[src/rtl/inst_decode_stage.sv]
// rtl/inst_decode_stage.sv - pipelined RV32 decode stage with a 2-entry skid buffer
//
// Ports:
//   clk, reset          clock and synchronous active-high reset
//   flush               drops every buffered entry (reset has priority)
//   in_valid/in_ready   fetch side handshake; in_ready is registered
//   in_inst, in_pc      instruction word and its PC
//   out_valid/out_ready execute side handshake
//   out_pc .. out_funct7 raw RV32 fields of the held entry
//   out_fmt             R=0 I=1 S=2 B=3 U=4 J=5 illegal=7
//   out_imm, out_illegal sign-extended immediate, illegal-encoding flag
//   decoded_count       saturating count of output handshakes
module inst_decode_stage #(
  parameter int XLEN  = 32,
  parameter int CNT_W = 16
) (
  input  logic             clk,
  input  logic             reset,
  input  logic             flush,
  input  logic             in_valid,
  output logic             in_ready,
  input  logic [31:0]      in_inst,
  input  logic [XLEN-1:0]  in_pc,
  output logic             out_valid,
  input  logic             out_ready,
  output logic [XLEN-1:0]  out_pc,
  output logic [6:0]       out_opcode,
  output logic [4:0]       out_rd,
  output logic [2:0]       out_funct3,
  output logic [4:0]       out_rs1,
  output logic [4:0]       out_rs2,
  output logic [6:0]       out_funct7,
  output logic [2:0]       out_fmt,
  output logic [XLEN-1:0]  out_imm,
  output logic             out_illegal,
  output logic [CNT_W-1:0] decoded_count
);

  localparam logic [2:0] FMT_R   = 3'd0;
  localparam logic [2:0] FMT_I   = 3'd1;
  localparam logic [2:0] FMT_S   = 3'd2;
  localparam logic [2:0] FMT_B   = 3'd3;
  localparam logic [2:0] FMT_U   = 3'd4;
  localparam logic [2:0] FMT_J   = 3'd5;
  localparam logic [2:0] FMT_ILL = 3'd7;
  localparam logic [CNT_W-1:0] CNT_MAX = '1;

  typedef struct packed {
    logic [XLEN-1:0] pc;
    logic [31:0]     fields;   // raw instruction bits, sliced on the way out
    logic [2:0]      fmt;
    logic [XLEN-1:0] imm;
    logic            illegal;
  } entry_t;

  entry_t             dec;
  entry_t             out_q;
  entry_t             skid_q;
  logic               skid_valid;
  logic               skid_valid_n;
  logic               accept;
  logic signed [31:0] imm32;

  // Every recognised opcode ends in 2'b11, so a non-11 low pair falls to default.
  always_comb begin
    dec.fmt     = FMT_ILL;
    dec.illegal = 1'b1;
    imm32       = '0;
    case (in_inst[6:0])
      7'b0110011: begin
        dec.fmt = FMT_R; dec.illegal = 1'b0;
      end
      7'b0010011, 7'b0000011, 7'b1100111, 7'b1110011, 7'b0001111: begin
        dec.fmt = FMT_I; dec.illegal = 1'b0;
        imm32   = {{20{in_inst[31]}}, in_inst[31:20]};
      end
      7'b0100011: begin
        dec.fmt = FMT_S; dec.illegal = 1'b0;
        imm32   = {{20{in_inst[31]}}, in_inst[31:25], in_inst[11:7]};
      end
      7'b1100011: begin
        dec.fmt = FMT_B; dec.illegal = 1'b0;
        imm32   = {{19{in_inst[31]}}, in_inst[31], in_inst[7], in_inst[30:25], in_inst[11:8], 1'b0};
      end
      7'b0110111, 7'b0010111: begin
        dec.fmt = FMT_U; dec.illegal = 1'b0;
        imm32   = {in_inst[31:12], 12'b0};
      end
      7'b1101111: begin
        dec.fmt = FMT_J; dec.illegal = 1'b0;
        imm32   = {{11{in_inst[31]}}, in_inst[31], in_inst[19:12], in_inst[20], in_inst[30:21], 1'b0};
      end
      default: ;
    endcase
    dec.pc     = in_pc;
    dec.fields = in_inst;
    // Sized cast of a signed value sign-extends to XLEN.
    dec.imm    = XLEN'(imm32);
  end

  assign accept = in_valid && in_ready;

  // The skid slot only fills while the output slot is held by a stalled consumer.
  always_comb begin
    skid_valid_n = skid_valid;
    if (!out_valid || out_ready)
      skid_valid_n = 1'b0;
    else if (accept)
      skid_valid_n = 1'b1;
  end

  always_ff @(posedge clk) begin
    if (reset) begin
      out_q         <= '0;
      skid_q        <= '0;
      out_valid     <= 1'b0;
      skid_valid    <= 1'b0;
      in_ready      <= 1'b1;
      decoded_count <= '0;
    end else begin
      if (out_valid && out_ready && decoded_count != CNT_MAX)
        decoded_count <= decoded_count + 1'b1;
      if (flush) begin
        out_valid  <= 1'b0;
        skid_valid <= 1'b0;
        in_ready   <= 1'b1;
      end else begin
        if (!out_valid || out_ready) begin
          if (skid_valid) begin
            out_q <= skid_q;
          end else if (accept) begin
            out_q     <= dec;
            out_valid <= 1'b1;
          end else begin
            out_valid <= 1'b0;
          end
        end else if (accept) begin
          skid_q <= dec;
        end
        skid_valid <= skid_valid_n;
        in_ready   <= !skid_valid_n;
      end
    end
  end

  assign out_pc      = out_q.pc;
  assign out_opcode  = out_q.fields[6:0];
  assign out_rd      = out_q.fields[11:7];
  assign out_funct3  = out_q.fields[14:12];
  assign out_rs1     = out_q.fields[19:15];
  assign out_rs2     = out_q.fields[24:20];
  assign out_funct7  = out_q.fields[31:25];
  assign out_fmt     = out_q.fmt;
  assign out_imm     = out_q.imm;
  assign out_illegal = out_q.illegal;

endmodule

[config.mk]
export PLATFORM = sky130hd
export DESIGN_NAME = inst_decode_stage
export DESIGN_NICKNAME = d
export VERILOG_FILES = /design/src/rtl/inst_decode_stage.sv
export SDC_FILE = /design/constraint.sdc
export NUM_CORES = 1
export LEC_CHECK = 0
export BUFFER_PORTS_ARGS = -buffer_cell sky130_fd_sc_hd__buf_2
export CAP_MARGIN = 20
export CORE_MARGIN = 1.5
export CORE_UTILIZATION = 50
export DETAILED_ROUTE_END_ITERATION = 8
export PLACE_DENSITY = 0.83
export SYNTH_ARGS = -nofsm -noshare
export SYNTH_HDL_FRONTEND = slang
export SYNTH_SLANG_ARGS = --single-unit
[constraint.sdc]
create_clock -name clk -period 3.2 [get_ports clk]
set_clock_uncertainty 0.1 [all_clocks]
set_input_delay 0.32 -clock clk [delete_from_list [all_inputs] [get_ports clk]]
set_output_delay 0.32 -clock clk [all_outputs]
set_load 0.03 [all_outputs]
== Word level (Yosys, flattened, before mapping) ==
Cells that the tools add are included.

* Equal/unequal tests: 12
* Add/subtract/negate cells: 1
* Reductions and logical operators: 14
* Bitwise logic cells: 3
* Multiplexer cells: 8

{| class="wikitable"
|+ Operator list
! operator !! number
|-
| $mux W100 || 2
|-
| $pmux W32 S5 || 1
|-
| $eq A7 B7 Y1 const B || 4
|-
| $eq A7 B6 Y1 const B || 3
|-
| $pmux W3 S6 || 1
|-
| $add A16 B1 Y16 const B || 1
|-
| $ne A16 B16 Y1 const B || 1
|-
| $eq A7 B5 Y1 const B || 2
|-
| $reduce_or A11 Y1 || 1
|-
| $eq A7 B2 Y1 const B || 1
|-
| $eq A7 B4 Y1 const B || 1
|-
| $reduce_and A3 Y1 || 2
|-
| $reduce_or A5 Y1 || 1
|-
| $mux W1 || 4
|-
| $reduce_or A2 Y1 || 2
|-
| $logic_and A1 B1 Y1 || 3
|-
| $not A1 Y1 || 3
|-
| $logic_not A1 Y1 || 2
|-
| $reduce_and A2 Y1 || 1
|-
| $reduce_bool A2 Y1 || 1
|-
| $logic_or A1 B1 Y1 || 1
|}

* Input bits: 69
* Output and inout bits: 118
* Logic and storage cells: 52
* Register bits after elaboration: 219

== Logic depth before layout (Yosys ltp) ==
* Word-level depth: 5
* Gate-level depth with buffers: 7
* Depth with buffers taken out: 6

== Least setup slack after synthesis ==
No wires, ideal clock.

* Path type: register to register
* Start: reg decoded_count[6]
* End: reg decoded_count[1]
* Slack: 1,310 ps
* Required time: 2,972 ps
* Arrival time: 1,662 ps
* Library setup time: 128 ps
* Cell stages (with the launch flop): 6
* Path through: dfxtp_1 -> nand4_1 -> nor4_2 -> a21oi_1 -> mux2i_1 -> nor2_1

* Cells in the longest elaborated chain, start to end: 2

{| class="wikitable"
|+ Ends and longest elaborated chain
! item !! line !! text
|-
| start, declared || 36 || <nowiki>output logic [CNT_W-1:0] decoded_count</nowiki>
|-
| start signal, assigned || 122 || <nowiki>decoded_count <= decoded_count + 1'b1;</nowiki>
|-
| $ne A16 B16 Y1 || 121 || <nowiki>if (out_valid && out_ready && decoded_count != CNT_MAX)</nowiki>
|-
| $logic_and A1 B1 Y1 || 121 ||
|}

No other way between the ends.
A chain may end at the register's enable or synchronous reset.

== Worst setup path in the final report ==
* Start: in flush
* End: reg skid_q[6] in the netlist's numbering

* Cells in the longest elaborated chain, start to end: 2

{| class="wikitable"
|+ Ends and longest elaborated chain
! item !! line !! text
|-
| start, declared || 19 || <nowiki>input logic flush,</nowiki>
|-
| $not A1 Y1 (no source line) || n/a ||
|-
| $reduce_and A3 Y1 (no source line) || n/a ||
|-
| end signal, assigned || 115 || <nowiki>skid_q <= '0;</nowiki>
|-
| end signal, assigned || 138 || <nowiki>skid_q <= dec;</nowiki>
|-
| end, declared || 58 || <nowiki>entry_t skid_q;</nowiki>
|}

No other way between the ends.

==> results_dict.tcl <==
set metrics [dict create \
    status "finished, final reports clean" \
    drc 0 \
    setup_viol 0 \
    whs_endpoint "skid_q[55]" \
    fp-row-count 49 \
    cts_buffers 24 \
    place.gp.congestion 0.883 \
    maxCapViolCount 0 \
    mostFrequentLayoutCell "dfxtp_1" \
    synth_ff_type "dfxtp_1" \
    cts_tree "yes" \
    relSlewSlack 0.303 \
    yosys_register_bits 219 \
    grt_usage 0.248 \
    worstReg2RegEnd "skid_q[6]" \
    ys_types 53 \
    cp_data_arrival_time_ns 2.50 \
    fin_crit_sh 0.677 \
    die_h_um 139 \
    cts_root_buf "clkbuf_16" \
    antenna_left 0 \
    first_global_vias 8127 \
    finalPower_mw 6.32 \
    end_kind "register" \
    worst-r2r-setup-slack_ns 1.04 \
    antenna_found_initial 0 \
    clock_sinks 219 \
    totalWireLength_um 24800 \
    dieArea_mm2 0.0192 \
    peakVddDrop_mv 0.436 \
    die_w_um 139 \
    drive_above_1_share 0.198 \
    rsz0062_at_grt "false" \
    r2r_start "out_valid" \
    yosysWarningCount 0 \
    mappedNetlistNets 1148 \
    leakage_nw 4.25 \
    drtIter0Drc 649 \
    fin_crit_ns 2.17 \
    start_kind "input pin" \
    tightest_slew_ns 1.05 \
    hp-class "in2reg" \
    grt_max_degree 137 \
    grt_overflow 0 \
    nNetsFinal 1331 \
    hpwl_um 15300 \
    cts_resized 0 \
    grt_first_pass_wirelength_um 40200 \
    core-area_mm2 0.0180 \
    finalMaxSlewViolations 0 \
    finalSetupTns_ns 0 \
    initial_core_util 0.511 \
    synth_edf_count 0 \
    first_pass_iters 5 \
    worstSetupPathType "in2reg" \
    layout_common_cells "dfxtp_1, buf_2, nand2_1, nor2_1, a211oi_1" \
    netlist_instances 1078 \
    synth-async-reset-ratio 0 \
    rr_worst_depth 5 \
    viasPerCell 5.71 \
    insertion_delay_ns 0.50 \
    clk_pin_slew_ns 0.06 \
    diodes 0 \
    cts_buffer_depth 3 \
    crit_fanout 59 \
    htreeDepth 1 \
    synthesis.area_mm2 0.00920 \
    holdPathStages 3 \
    powerDensity_mw_per_mm2 551 \
    fillers 1500 \
    avgSynthCellArea_um2 8.54 \
    area_growth_pct 24.7 \
    yosysSeqAreaShare 0.476 \
    wl_per_cell_um 16.4 \
    post_cts_buffers 0 \
    vias 8606 \
    holdCritStartpoint "in_inst[19]" \
    ios 187 \
    port_buffers 186 \
    max_freq_mhz 461 \
    hold_violations 0 \
    required_ns 3.53 \
]
## layer usage
layer  up-vias  global-route usage  part of all wire
met1      4056               0.319              0.42
met2       304               0.408              0.47
met5         -                   0                 0
met3        65              0.0473             0.075
met4         0               0.106             0.038
li1       4181                   -                 -
## how the worst max path moves through the flow
stage / slack [ns] / to / startpoint / depth (start not counted)
global placement: 1.08 / skid_q[7] / out_ready / 6
global route: 0.91 / skid_q[7] / out_valid / 5
floorplan: 1.31 / decoded_count[1] / decoded_count[6] / 5
CTS: 1.06 / skid_q[11] / out_valid / 5
finish: 1.03 / skid_q[6] / flush / 6
detailed placement: 0.99 / skid_q[11] / out_ready / 6
## area by class of cell
type | count | area (um^2) | share of cell area
tap | 229 | 287 | 0.0250
clock buffer | 39 | 749 | 0.0653
inverter | 13 | 48.8 | 0.00425
sequential | 219 | 4390 | 0.382
timing repair buffer | 248 | 1590 | 0.138
clock inverter | 5 | 31.3 | 0.00273
multi-input combinational | 755 | 4390 | 0.382
## where the power goes
group	leakage, nW	internal (mW)	switching (mW)
logic	2.08	0.253	0.497
clock network	0.387	1.60	1.09
registers	1.78	2.83	0.0550
## sequential cells by signal, indices dropped and copies added, names as in the netlist, 3 cells and up
| name | count |
|---|---|
| out_rs2 | 5 |
| out_rs1 | 5 |
| skid_q | 100 |
| out_fmt | 3 |
| out_pc | 32 |
| out_opcode | 7 |
| out_funct3 | 3 |
| out_imm | 32 |
| decoded_count | 16 |
| out_funct7 | 7 |
| out_rd | 5 |
## through the flow
stage	instances	worst slack [ns]	instance area, um^2	utilization	hold WS (ns)
floorplan	1078	1.31	9200	-	0.299
global placement	1416	1.08	10200	0.567	0.341
detailed placement	1416	0.986	10200	0.567	0.346
CTS	1508	1.06	11500	0.637	0.00102
global route	1508	0.909	11500	0.637	0.00738
finish	1508	1.03	11500	0.637	0.0110
## Yosys cell counts (all sizes together) (2+ instances only)
| library cell | number | area [um^2] |
|---|---|---|
| a32oi | 6 | 52.6 |
| nor4 | 6 | 43.8 |
| nand4 | 7 | 43.8 |
| dfxtp | 219 | 4380 |
| mux2i | 61 | 611 |
| xor2 | 3 | 26.3 |
| xnor2 | 10 | 87.6 |
| a31oi | 7 | 43.8 |
| and2 | 2 | 12.5 |
| buf | 43 | 214 |
| a21oi | 87 | 447 |
| nor3 | 30 | 166 |
| nand2 | 170 | 638 |
| and3b | 2 | 17.5 |
| nor2 | 134 | 505 |
| and3 | 4 | 25.0 |
| or3 | 4 | 25.0 |
| nand3b | 20 | 150 |
| a211oi | 109 | 818 |
| o21ai | 27 | 135 |
| a221oi | 14 | 123 |
| nor2b | 11 | 68.8 |
| o21a | 2 | 15.0 |
| a2111oi | 2 | 23.8 |
| nand2b | 4 | 25.0 |
| inv | 13 | 48.8 |
| o32ai | 2 | 36.3 |
| clkbuf | 48 | 180 |
| a221o | 2 | 20.0 |
| nand3 | 11 | 55.1 |
| nor3b | 6 | 50.1 |
## what timing repair did
item / CTS / global route
hold buffers: 48 / 0
setup endpoints to repair: 0 / 0
hold endpoints to repair: 48 / 0
## cell families after synthesis
logic type,Yosys count,share of synthesized area
flip-flops,219,0.476
adder cells (fa/ha/maj),2,0.00258
multiplexers,61,0.0663
AND/OR/NAND/NOR,414,0.201
buffers and inverters,104,0.0481
AO/OA/AOI/OAI,265,0.193
XOR/XNOR,13,0.0124
## worst max-delay path, cell delays in order
cell and delay (ns):
dlygate4sd3_1 0.54, buf_2 0.17, or3_4 0.67, nor2_1 0.47, a32oi_1 0.17, nor2_1 0.13
Power figures use the tool's default switching activity.
